File: config.mk
export PLATFORM = sky130hd
export DESIGN_NAME = wave_sequencer
export DESIGN_NICKNAME = d
export VERILOG_FILES = /design/src/rtl/wave_sequencer.sv
export SDC_FILE = /design/constraint.sdc
export NUM_CORES = 1
export LEC_CHECK = 0
export CAP_MARGIN = 40
export CORE_ASPECT_RATIO = 1.4
export CORE_MARGIN = 1
export CORE_UTILIZATION = 40
export DETAILED_ROUTE_END_ITERATION = 6
export PLACE_DENSITY = 0.54
export SETUP_SLACK_MARGIN = 0.05
export SLEW_MARGIN = 20
export SYNTH_ARGS = -nofsm -noshare
export SYNTH_HDL_FRONTEND = slang
export SYNTH_SLANG_ARGS = --single-unit
File: constraint.sdc
create_clock -name clk -period 4.1 [get_ports clk]
set_input_delay 0.41 -clock clk [delete_from_list [all_inputs] [get_ports clk]]
set_output_delay 0.41 -clock clk [all_outputs]
set_load 0.02 [all_outputs]
File: src/rtl/wave_sequencer.sv
// Step sequencer that replays an 8-entry {mask, length} pattern into the waveform mixer's enables and gate.
// Optional looping at pattern end is built only when WAVE_SEQ_LOOP_EN is defined.
module wave_sequencer #(
    parameter int TICK_DIV  = 1000,
    parameter int GAP_TICKS = 2
) (
    input  logic       clk,
    input  logic       rst_n,
    input  logic       start,
    input  logic       stop,
    input  logic       loop,
    input  logic       wr_en,
    input  logic [2:0] wr_addr,
    input  logic [3:0] wr_mask,
    input  logic [7:0] wr_len,
    output logic [3:0] wave_en,
    output logic       gate,
    output logic [2:0] step,
    output logic       busy,
    output logic       done
);

    localparam int               DIV_W    = $clog2(TICK_DIV);
    localparam logic [DIV_W-1:0] DIV_LAST = DIV_W'(TICK_DIV - 1);
    localparam bit               HAS_GAP  = (GAP_TICKS > 0);
    localparam logic [7:0]       GAP_LAST = HAS_GAP ? 8'(GAP_TICKS - 1) : 8'd0;

    typedef enum logic [1:0] {
        ST_IDLE = 2'd0,
        ST_PLAY = 2'd1,
        ST_GAP  = 2'd2
    } state_t;

    state_t           r_state;
    logic [3:0]       r_pat_mask [8];
    logic [7:0]       r_pat_len  [8];
    logic [DIV_W-1:0] r_div_cnt;
    logic [7:0]       r_tick_cnt;
    logic [3:0]       r_wave_en;
    logic             r_gate;
    logic [2:0]       r_step;
    logic             r_busy;
    logic             r_done;

    logic             w_tick;
    logic [2:0]       w_next_step;
    logic [2:0]       w_dec_step;
    logic             w_at_end;
    logic             w_restart;
    logic             w_play_end;
    logic             w_gap_end;
    logic             w_decide;
    logic             w_wr_ok;

`ifdef WAVE_SEQ_LOOP_EN
    assign w_restart = w_at_end && loop;
`else
    logic w_loop_unused;
    assign w_loop_unused = loop;
    assign w_restart     = 1'b0;
`endif

    // Step-boundary and next-step decision terms derived from the current counters
    always_comb begin
        w_tick      = (r_div_cnt == DIV_LAST);
        w_next_step = r_step + 3'd1;
        w_at_end    = (r_step == 3'd7) || (r_pat_len[w_next_step] == 8'd0);
        w_dec_step  = w_at_end ? 3'd0 : w_next_step;
        w_play_end  = (r_state == ST_PLAY) && w_tick &&
                      (r_tick_cnt == (r_pat_len[r_step] - 8'd1));
        w_gap_end   = (r_state == ST_GAP) && w_tick && (r_tick_cnt == GAP_LAST);
        w_decide    = w_gap_end || (w_play_end && !HAS_GAP);
        w_wr_ok     = wr_en && (r_state == ST_IDLE);
    end

    // Pattern storage; the pattern is frozen while playback is running
    always_ff @(posedge clk or negedge rst_n) begin
        if (!rst_n) begin
            for (int i = 0; i < 8; i++) begin
                r_pat_mask[i] <= 4'd0;
                r_pat_len[i]  <= 8'd0;
            end
        end else if (w_wr_ok) begin
            r_pat_mask[wr_addr] <= wr_mask;
            r_pat_len[wr_addr]  <= wr_len;
        end
    end

    // Playback FSM with tick prescaler and registered mixer controls
    always_ff @(posedge clk or negedge rst_n) begin
        if (!rst_n) begin
            r_state    <= ST_IDLE;
            r_div_cnt  <= '0;
            r_tick_cnt <= 8'd0;
            r_wave_en  <= 4'd0;
            r_gate     <= 1'b0;
            r_step     <= 3'd0;
            r_busy     <= 1'b0;
            r_done     <= 1'b0;
        end else begin
            r_done <= 1'b0;
            if (stop) begin
                r_state    <= ST_IDLE;
                r_div_cnt  <= '0;
                r_tick_cnt <= 8'd0;
                r_wave_en  <= 4'd0;
                r_gate     <= 1'b0;
                r_step     <= 3'd0;
                r_busy     <= 1'b0;
            end else if (w_decide) begin
                // Counters restart on every state entry so each step length is exact
                r_div_cnt  <= '0;
                r_tick_cnt <= 8'd0;
                if (!w_at_end || w_restart) begin
                    r_state   <= ST_PLAY;
                    r_step    <= w_dec_step;
                    r_wave_en <= r_pat_mask[w_dec_step];
                    r_gate    <= 1'b1;
                    r_busy    <= 1'b1;
                end else begin
                    r_state   <= ST_IDLE;
                    r_step    <= 3'd0;
                    r_wave_en <= 4'd0;
                    r_gate    <= 1'b0;
                    r_busy    <= 1'b0;
                    r_done    <= 1'b1;
                end
            end else begin
                case (r_state)
                    ST_IDLE: begin
                        r_div_cnt  <= '0;
                        r_tick_cnt <= 8'd0;
                        if (start) begin
                            if (r_pat_len[0] != 8'd0) begin
                                r_state   <= ST_PLAY;
                                r_step    <= 3'd0;
                                r_wave_en <= r_pat_mask[0];
                                r_gate    <= 1'b1;
                                r_busy    <= 1'b1;
                            end else begin
                                r_done <= 1'b1;
                            end
                        end
                    end
                    ST_PLAY: begin
                        if (w_play_end) begin
                            r_state    <= ST_GAP;
                            r_gate     <= 1'b0;
                            r_div_cnt  <= '0;
                            r_tick_cnt <= 8'd0;
                        end else if (w_tick) begin
                            r_div_cnt  <= '0;
                            r_tick_cnt <= r_tick_cnt + 8'd1;
                        end else begin
                            r_div_cnt <= r_div_cnt + DIV_W'(1);
                        end
                    end
                    ST_GAP: begin
                        if (w_tick) begin
                            r_div_cnt  <= '0;
                            r_tick_cnt <= r_tick_cnt + 8'd1;
                        end else begin
                            r_div_cnt <= r_div_cnt + DIV_W'(1);
                        end
                    end
                    default: begin
                        r_state    <= ST_IDLE;
                        r_div_cnt  <= '0;
                        r_tick_cnt <= 8'd0;
                        r_wave_en  <= 4'd0;
                        r_gate     <= 1'b0;
                        r_step     <= 3'd0;
                        r_busy     <= 1'b0;
                    end
                endcase
            end
        end
    end

    assign wave_en = r_wave_en;
    assign gate    = r_gate;
    assign step    = r_step;
    assign busy    = r_busy;
    assign done    = r_done;

endmodule

; ---- Yosys cells after proc, flatten, opt, wreduce, memory -nomap -nowiden
; Index checks and enable logic that the tools add are counted.
[totals]
out_inout_bits = 10
reg_bits = 126
word_cells = 122
in_bits = 21
[op_classes]
order_cmp = 5
n_reduce_logical = 13
n_eq_ne = 11
mux = 61
addsub = 4
bitwise = 4
[op_table]
columns = operator, count
row1 = 2-to-1 mux 8 bit, 9
row2 = bitwise mux 64 bit, 1
row3 = binary-select mux 8 bit (select 3 bit), 2
row4 = 2-to-1 mux 10 bit, 4
row5 = bitwise mux 32 bit, 1
row6 = 2-to-1 mux 4 bit, 8
row7 = demux 8 bit (select 3 bit), 1
row8 = one-hot mux 10 bit (2 select lines), 1
row9 = 2-to-1 mux 3 bit, 6
row10 = >= comparator 4 bit (second input constant), 4
row11 = NOT 3 -> 4 bit, 4
row12 = one-hot mux 8 bit (2 select lines), 1
row13 = 2-to-1 mux 1 bit, 15
row14 = binary-select mux 4 bit (select 3 bit), 1
row15 = demux 4 bit (select 3 bit), 1
row16 = adder 10 x 1 -> 10 bit (second input constant), 1
row17 = equality test 10 bit (second input constant), 1
row18 = 2-to-1 mux 2 bit, 5
row19 = adder 8 x 1 -> 8 bit (second input constant), 1
row20 = equality test 8 x 1 -> 1 bit (second input constant), 1
row21 = equality test 8 bit, 1
row22 = zero test 8 bit, 1
row23 = inequality test 4 bit (second input constant), 2
row24 = one-hot mux 4 bit (2 select lines), 1
row25 = other kinds (20), 25

; ---- Longest topological paths before layout
; Gate-level depths: netlist of run 1.
[logic_depth]
ltp_word = 15
ltp_mapped = 13
depth_no_buf = 11

; ---- Least setup slack after synthesis of run 1
; No wires, ideal clock.
[synth_timing]
kind = reg2reg
from = reg r_step[2] (netlist: step[2])
to = reg r_gate (netlist: gate)
setup_ns = 0.121
required_time_ns = 3.979
n_path_buf = 3
period_less_slack_ns = 3.067
t_arrival_ns = 2.946
stages_incl_launch_ff = 13
setup_slack_ns = 1.033
path_cell_list = dfrtp_1 -> buf_6 -> buf_12 -> buf_4 -> mux2i_1 -> mux4_2 -> ha_1 -> xnor2_1 -> a2111oi_2 -> nand4b_1 -> a211oi_2 -> o21ai_0 -> a22o_1
[synth_between]
elab_chain_len = 10
elab_cells_between_ends = 20
cone_classes = add/sub (2) / eq/ne (3) / mux (9) / bitwise (2) / reduce/logical (4)
[synth_lines]
columns = item, line_no
row1 = from (decl), 41  ; logic [2:0] r_step;
row2 = from (signal assigned), 116  ; r_step <= w_dec_step;
row3 = "parallel branches: the longest is 10 deep, another holds subtractor 8 x 1 -> 8 bit", -
row4 = to (signal assigned), 107  ; r_gate <= 1'b0;
row5 = to (signal assigned), 118  ; r_gate <= 1'b1;
row6 = to (signal assigned), 124  ; r_gate <= 1'b0;
row7 = to (decl), 40  ; logic r_gate;
; Several ways; the timed one is not identified. The select of a mux whose other input is x is not followed.
; A chain may end at the register's enable or synchronous reset.

; ---- Worst setup path after layout of run 1
[layout_timing]
from = reg r_step[1] (netlist: step[1])
to = reg r_gate (netlist: gate)
; Same word-level chain as after synthesis.

==> results of run 1 <==
==> cell type report <==
| type | count | share of cell area (%) |
|---|---|---|
| Timing Repair Buffer | 44 | 5.18 |
| Inverter | 11 | 0.534 |
| Multi-Input combinational cell | 391 | 42.5 |
| Clock inverter | 9 | 2.06 |
| Sequential cell | 125 | 40.5 |
| Clock buffer | 23 | 6.05 |
| Tap cell | 199 | 3.22 |
==> metal layers <==
metal / vias to the layer above / track usage [%] / wire length [µm]
li1: 2127 / - / -
met1: 2384 / 27.2 / 7310
met2: 74 / 35.1 / 8340
met3: 22 / 4.11 / 451
met4: 0 / 9.09 / 486
met5: - / 0 / 0
==> cell usage after synthesis (3+ instances only) <==
cell type / instances
a221oi_1: 6
o21ai_0: 11
xnor2_1: 14
o211ai_1: 6
a22oi_1: 4
and2_1: 4
xor2_1: 7
nand4_1: 6
a211oi_1: 4
dfrtp_1: 125
mux4_2: 8
nand3_1: 19
nand2b_1: 5
nor4_1: 17
mux2_2: 103
or2_2: 4
nor2_1: 35
nor2b_1: 8
or3_1: 3
a22o_1: 5
a21oi_1: 8
mux2i_1: 25
clkbuf_1: 15
nand2_1: 30
and4_1: 6
nor3_1: 7
and3_1: 8
ha_1: 11
inv_1: 9
==> cells by family (layout without fill, tap and decap cells) <==
family	Yosys count	count (layout)	synth area share, %
DFF	125	125	47.6
AOI/OAI and AO/OA	62	62	6.94
buffers and inverters	33	87	2.49
and+or+nand+nor	157	157	12.4
muxes	139	139	25.4
adders and majority gates	11	11	2.09
xor gates and xnor gates	22	22	3.16
==> power groups by stage <==
stage	logic, mW	clock network, mW	registers (mW)
3_3_place_gp	1.20	0	2.02
4_1_cts	1.25	1.63	2.03
3_5_place_dp	1.24	0	2.04
5_1_grt	1.36	1.69	2.09
2_1_floorplan	0.899	0	1.95
6_report	1.24	1.60	2.03
==> critical path: stages, from the launching register on <==
cell and delay (ps):
dfrtp_1 510, buf_4 260, and2_1 220, a22o_1 250, or2_2 280, ha_1 310
xnor2_1 140, a2111oi_2 350, nand4b_1 150, a211oi_2 330, o21ai_0 160, a22o_1 200
==> worst min-delay path by stage <==
stage                                 end  slack (ps)
4_1_cts           r_tick_cnt[5]$_DFF_PN0_          90
6_report          r_tick_cnt[5]$_DFF_PN0_          50
3_3_place_gp       r_div_cnt[0]$_DFF_PN0_         480
2_1_floorplan            busy$_DFFE_PN0P_         110
3_5_place_dp   r_pat_mask[14]$_DFFE_PN0P_         490
5_1_grt           r_tick_cnt[5]$_DFF_PN0_         120
==> state kept, by name, indices dropped and copies added (netlist names) <==
register and count:
r_div_cnt 10, busy 1, wave_en 4, r_tick_cnt 8, r_state 1, r_pat_len 64
step 3, r_pat_mask 32, gate 1, done 1
==> through the flow <==
stage	cells	hold slack [ps]	worst slack (ps)
global placement	770	477	868
detailed placement	770	492	770
finish	802	54.5	822
global route	802	116	616
CTS	802	91.7	769
floorplan	549	114	1030
==> run summary, run 1 <==
result of the run: complete, no violations
fraction of the yosys area taken by sequential cells: 47.6%
average via count per standard cell: 5.74
via count: 4607
setup repair after global routing missed its margin: no
post-route DRC violation count: 0
type of the setup path with the least slack: reg -> reg
clock-pin slew on the worst setup and hold paths: 60 ps
max_slew headroom: 46.6%
post-layout minimum cycle time: 3280 ps
CTS root buf: clkbuf_16
TritonCTS clock tree: built
max-capacitance violation count: 0
most frequently used flop master after synthesis: dfrtp_1
largest net degree at the start of global routing: 57
initial antenna violation count: 0
number of primary I/O pins: 31
largest cells by area after synthesis: dfrtp_1, mux2_2, mux2i_1
post-synthesis register bit count: 125
TritonCTS sink count: 125
termination of the worst setup path: gate$_DFFE_PN0P_
violation count after the first detailed-route iteration: 228
die boundary width: 110 µm
static leakage power: 3.12 nW
skew final: 7.24 ps
RR Endpoint: gate$_DFFE_PN0P_
required time of the critical path: 4400 ps
fraction of power consumed by the clock network: 32.9%
Detail Placement HPWL: 11.8 mm
count of different cell masters after synthesis: 58
Die Outline Area: 17000 µm²
r2r setup slk: 820 ps
Startpoint Class: flop
leading cell type in the layout, fill and taps excluded: dfrtp_1
number of fill cells: 1476
fraction of final layout cells sized beyond drive strength 1: 27.4%
Power Total: 4.87 mW
most area-hungry cell type in the Yosys netlist: dfrtp_1
combinational power share: 25.4%
data arrival time of the worst path: 3580 ps
number of post-CTS setup repair buffers: 0
area of the core: 16100 µm²
Chip Height: 154 µm
ratio of final minimum period to clock period: 79.9%
Resized cells post-CTS: 0
Hold/Removal Path Class: in -> async
Placed Area: 7100 µm²
area of all placed cells without fillers: 7730 µm²
total length of routed wires: 16.6 mm
final setup violation count: 0
via count of the first global-routing pass: 4994
leading cell types in the layout, fill and taps excluded: dfrtp_1, mux2_2, nor2_1
first-pass iteration count of the detailed router: 4
endpoint kind of the worst setup timing path: flop
count of flip-flops with a built-in enable after synthesis: 0
number of clock buffers inserted by TritonCTS: 17
final number of hold-violating endpoints: 0
Synth async-reset ratio: 100%
Ant. Diodes: 0
final core utilization: 48.0%
Cell Int Power: 3.42 mW
H-tree depth: 4
number of buffers inserted by hold repair at cts: 0
area of the multi-input gates: 3280 µm²
maximum frequency from static timing analysis: 0.305 GHz
Port Buffer Count: 29
antenna violation net count after detailed routing: 0
Yosys warnings: 0
final estimated routing congestion in global placement: 0.877
synthesized instance count: 549
final max-slew violation count: 0
proportion of total power due to net switching: 29.8%
relative area change from synthesis to final layout: 17.5%
WL/cell: 20.7 µm
worst setup path start: step[1]$_DFFE_PN0P_
count of cells along the worst register-to-register path: 11
aggregate global-route resource usage: 21.4%
Net Sw Power: 1.45 mW
nets in the synthesized netlist: 581
wire length of the first global-routing pass: 27.0 mm
later-pin clock latency in the skew report: 420 ps
total congestion overflow: 0
largest fanout on the critical path: 9
actual transition at the worst max-transition pin: 801 ps
number of standard-cell rows in the floorplan: 55
pwr/cell area: 629 nW/µm²
relative contribution of sequential cells to total power: 41.7%
Syn Std Cell Area: 6580 µm²
beginning of the worst register-to-register path: step[1]$_DFFE_PN0P_
aggregate negative setup slack: 0 ps
area occupied by registers: 3130 µm²
top-area cell type share of the netlist area: 47.6%
final net count: 622
number of buffers on the longest clock path: 2
Post-Synthesis Mean Instance Area: 12.0 µm²
Max VDD drop: 0.000435 V
effective utilization at floorplan: 40.8%
Note: power is estimated with default switching activity, not from simulation.
==> inputs of run 2 (changes only) <==
--- a/config.mk
+++ b/config.mk
@@ -10,7 +10,7 @@
 export CORE_MARGIN = 1
 export CORE_UTILIZATION = 40
 export DETAILED_ROUTE_END_ITERATION = 6
-export PLACE_DENSITY = 0.54
+export PLACE_DENSITY = 0.56
 export SETUP_SLACK_MARGIN = 0.05
 export SLEW_MARGIN = 20
 export SYNTH_ARGS = -nofsm -noshare
==> constraint.sdc (replaced) <==
create_clock -name clk -period 2.7 [get_ports clk]
set_input_delay 0.27 -clock clk [delete_from_list [all_inputs] [get_ports clk]]
set_output_delay 0.27 -clock clk [all_outputs]
set_load 0.02 [all_outputs]
==> run 2 against run 1 <==
  * The flow now finishes with violations (setup timing)
  * Core utilization up 3.7 points
  * Worst setup slack got worse by 840 ps
  * Critical path depth is 1 higher
  * Total power up 59%
  * Sequential cell count unchanged
  * Count of clock-buffer cells in the layout fell by 2
  * Sequential share of layout area fell by 2.9 points
  * Register-to-register slack worse by 840 ps
  * Routed wire length increased by 2.0%
  * Global-route usage barely moved
  * Clock power up 49%
  * Clock skew is 1.0 ps higher
  * Critical endpoint is now r_tick_cnt[1]$_DFF_PN0_
==> run summary, run 2 (synthesized netlist as in run 1, its figures left out) <==
Most flops, register: r_pat_len
final worst hold slack: 446 ps (+392 ps)
pwr/cell area: 927 nW/µm² (+47%)
initial antenna violation count: 0 (unchanged)
leading cell types in the layout, fill and taps excluded: dfrtp_1, mux2_2, buf_4
clock-pin slew on the worst setup and hold paths: 60 ps (about the same)
Hold/Removal Path Class: in -> async
area of the core: 16100 µm² (unchanged)
endpoint kind of the worst setup timing path: flop
aggregate global-route resource usage: 21.5% (+0.047 points)
largest net degree at the start of global routing: 51 (-11%)
Cell Int Power: 5.39 mW (+58%)
Cell Count Post-Placement: 819 (+6.4%)
final net count: 677 (+8.8%)
post-layout instance count excluding filler cells: 856 (+6.7%)
post-route DRC violation count: 0 (unchanged)
Detail Placement HPWL: 12.2 mm (+3.5%)
maximum frequency from static timing analysis: 0.368 GHz (+21%)
violation count after the first detailed-route iteration: 237 (+3.9%)
H-tree depth: 4 (unchanged)
leading cell type in the layout, fill and taps excluded: dfrtp_1
violated checks: setup timing
post-layout minimum cycle time: 2720 ps (-559 ps)
average via count per standard cell: 5.61 (-2.4%)
final setup violation count: 2 (+2)
final number of hold-violating endpoints: 0 (unchanged)
Net Sw Power: 2.33 mW (+61%)
final estimated routing congestion in global placement: 0.908 (+3.6%)
max-capacitance violation count: 0 (unchanged)
Max VDD drop: 0.000516 V (+19%)
final max-slew violation count: 0 (unchanged)
Ant. Diodes: 0 (unchanged)
die boundary width: 110 µm (unchanged)
number of clock buffers inserted by TritonCTS: 17 (unchanged)
relative contribution of sequential cells to total power: 40.0% (-1.7 points)
number of primary I/O pins: 31 (unchanged)
total length of routed wires: 16.9 mm (+2.0%)
max_slew headroom: 50.7% (+4.1 points)
effective utilization at floorplan: 40.8% (unchanged)
CTS root buf: clkbuf_16
fraction of power consumed by the clock network: 30.8% (-2.1 points)
required time of the critical path: 3000 ps (-1400 ps)
TritonCTS clock tree: built
WL/cell: 19.8 µm (-4.4%)
via count of the first global-routing pass: 5238 (+4.9%)
via count: 4800 (+4.2%)
post-route setup slack: -18.6 ps (-841 ps)
later-pin clock latency in the skew report: 420 ps (about the same)
Startpoint Class: flop
number of buffers on the longest clock path: 2 (unchanged)
skew final: 8.27 ps (+1.03 ps)
Largest regs: r_pat_len: 64 flops, r_pat_mask: 32 flops, r_div_cnt: 10 flops
relative area change from synthesis to final layout: 26.6%
proportion of total power due to net switching: 30.2% (+0.39 points)
TritonCTS sink count: 125 (unchanged)
Die Outline Area: 17000 µm² (unchanged)
actual transition at the worst max-transition pin: 739 ps (-62.0 ps)
number of standard-cell rows in the floorplan: 55 (unchanged)
setup repair after global routing missed its margin: yes
data arrival time of the worst path: 3020 ps (-560 ps)
type of the setup path with the least slack: reg -> reg
Chip Height: 154 µm (unchanged)
total congestion overflow: 0 (unchanged)
wire length of the first global-routing pass: 27.4 mm (+1.7%)
fraction of final layout cells sized beyond drive strength 1: 37.0% (+9.6 points)
largest fanout on the critical path: 6 (-3)
antenna violation net count after detailed routing: 0 (unchanged)
first-pass iteration count of the detailed router: 5 (+1)
static leakage power: 3.43 nW (+9.8%)
number of flip-flops under the largest register name: 64 (unchanged)
number of fill cells: 1436 (-2.7%)
ratio of final minimum period to clock period: 101% (+21 points)
Port Buffer Count: 29 (unchanged)
result of the run: finished, violations left
combinational power share: 29.3% (+3.9 points)
run 2: changes by cell type in the layout (fill, tap and decap cells not counted), sizes merged:
cell / delta
buf: +54
clkbuf: -2
bufinv: -1
clkinv: +1
clkinvlp: +1
dlygate4sd3: +1
run 2: critical path, stage by stage, from the launching register on:
cell and delay [ps]:
dfrtp_2 460, buf_4 150, and2b_1 170, a22o_1 220, or2_4 250, ha_4 230, xnor2_1 150, a2111oi_4 200
nand4b_1 170, a211oi_2 180, buf_4 170, o21ai_1 60, and4_1 190
run 2: cell type report:
type                            count  area, µm²  share of cell area [%]
Sequential cell                   125       3130                    37.6
Inverter                           11       41.3                   0.496
Timing Repair Buffer               99        865                    10.4
Clock buffer                       21        480                    5.77
Tap cell                          199        249                    2.99
Clock inverter                     10        138                    1.65
Multi-Input combinational cell    391       3420                    41.1
run 2: power groups by stage:
| stage | clock [mW] | combinational (mW) | sequential, mW |
|---|---|---|---|
| 2_1_floorplan | 0 | 1.39 | 2.95 |
| 3_3_place_gp | 0 | 2.08 | 3.05 |
| 3_5_place_dp | 0 | 2.14 | 3.08 |
| 4_1_cts | 2.41 | 2.18 | 3.07 |
| 5_1_grt | 2.48 | 2.46 | 3.18 |
| 6_report | 2.38 | 2.26 | 3.09 |
run 2: stage by stage:
| stage | setup WS (ps) | setup TNS, ps | power [mW] | instance area, µm² | util (%) |
|---|---|---|---|---|---|
| floorplan | -171 | -1570 | 4.34 | 6600 | - |
| CTS | -109 | -663 | 7.66 | 8190 | 50.9 |
| global route | -120 | -701 | 8.12 | 8330 | 51.7 |
| finish | -18.6 | -26.7 | 7.72 | 8330 | 51.7 |
| global placement | -154 | -1130 | 5.13 | 7520 | 46.7 |
| detailed placement | -201 | -1720 | 5.22 | 7520 | 46.7 |
run 2: what timing repair did:
action	in CTS	in global routing
setup endpoints to repair	15	18
pin swaps	4	9
gates resized for setup	10	20
endpoints found under the hold margin	47	0
setup buffers	0	5
hold buffers	1	0
run 2: routing by layer:
| layer | part of all wire [%] | vias up | global-route usage [%] | wire, µm |
|---|---|---|---|---|
| met2 | 53 | 88 | 37.7 | 9020 |
| met1 | 43 | 2460 | 26.0 | 7260 |
| met4 | 1.4 | 0 | 7.77 | 244 |
| met3 | 2.4 | 15 | 3.43 | 405 |
| li1 | - | 2237 | - | - |
| met5 | 0 | - | 0 | 0 |
run 2: worst paths after layout:
path,from,end,slack (ps),cells after the start
max in group asynchronous,rst_n,r_pat_mask[11]$_DFFE_PN0P_,1540,3
max,step[1]$_DFFE_PN0P_,r_tick_cnt[1]$_DFF_PN0_,-20,12
max reg2reg,step[1]$_DFFE_PN0P_,r_tick_cnt[1]$_DFF_PN0_,-20,12
min in group clk,busy$_DFFE_PN0P_,busy$_DFFE_PN0P_,500,1
min reg2reg,busy$_DFFE_PN0P_,busy$_DFFE_PN0P_,500,1
min,rst_n,r_tick_cnt[4]$_DFF_PN0_,450,2
==> inputs of run 3 (changes only) <==
--- a/config.mk
+++ b/config.mk
@@ -12,7 +12,8 @@
 export DETAILED_ROUTE_END_ITERATION = 6
 export PLACE_DENSITY = 0.56
 export SETUP_SLACK_MARGIN = 0.05
-export SLEW_MARGIN = 20
+export SKIP_LAST_GASP = 1
+export SLEW_MARGIN = 30
 export SYNTH_ARGS = -nofsm -noshare
 export SYNTH_HDL_FRONTEND = slang
 export SYNTH_SLANG_ARGS = --single-unit
==> results of run 3 <==
Final layout, timing and power as in run 2 (identical DEF).
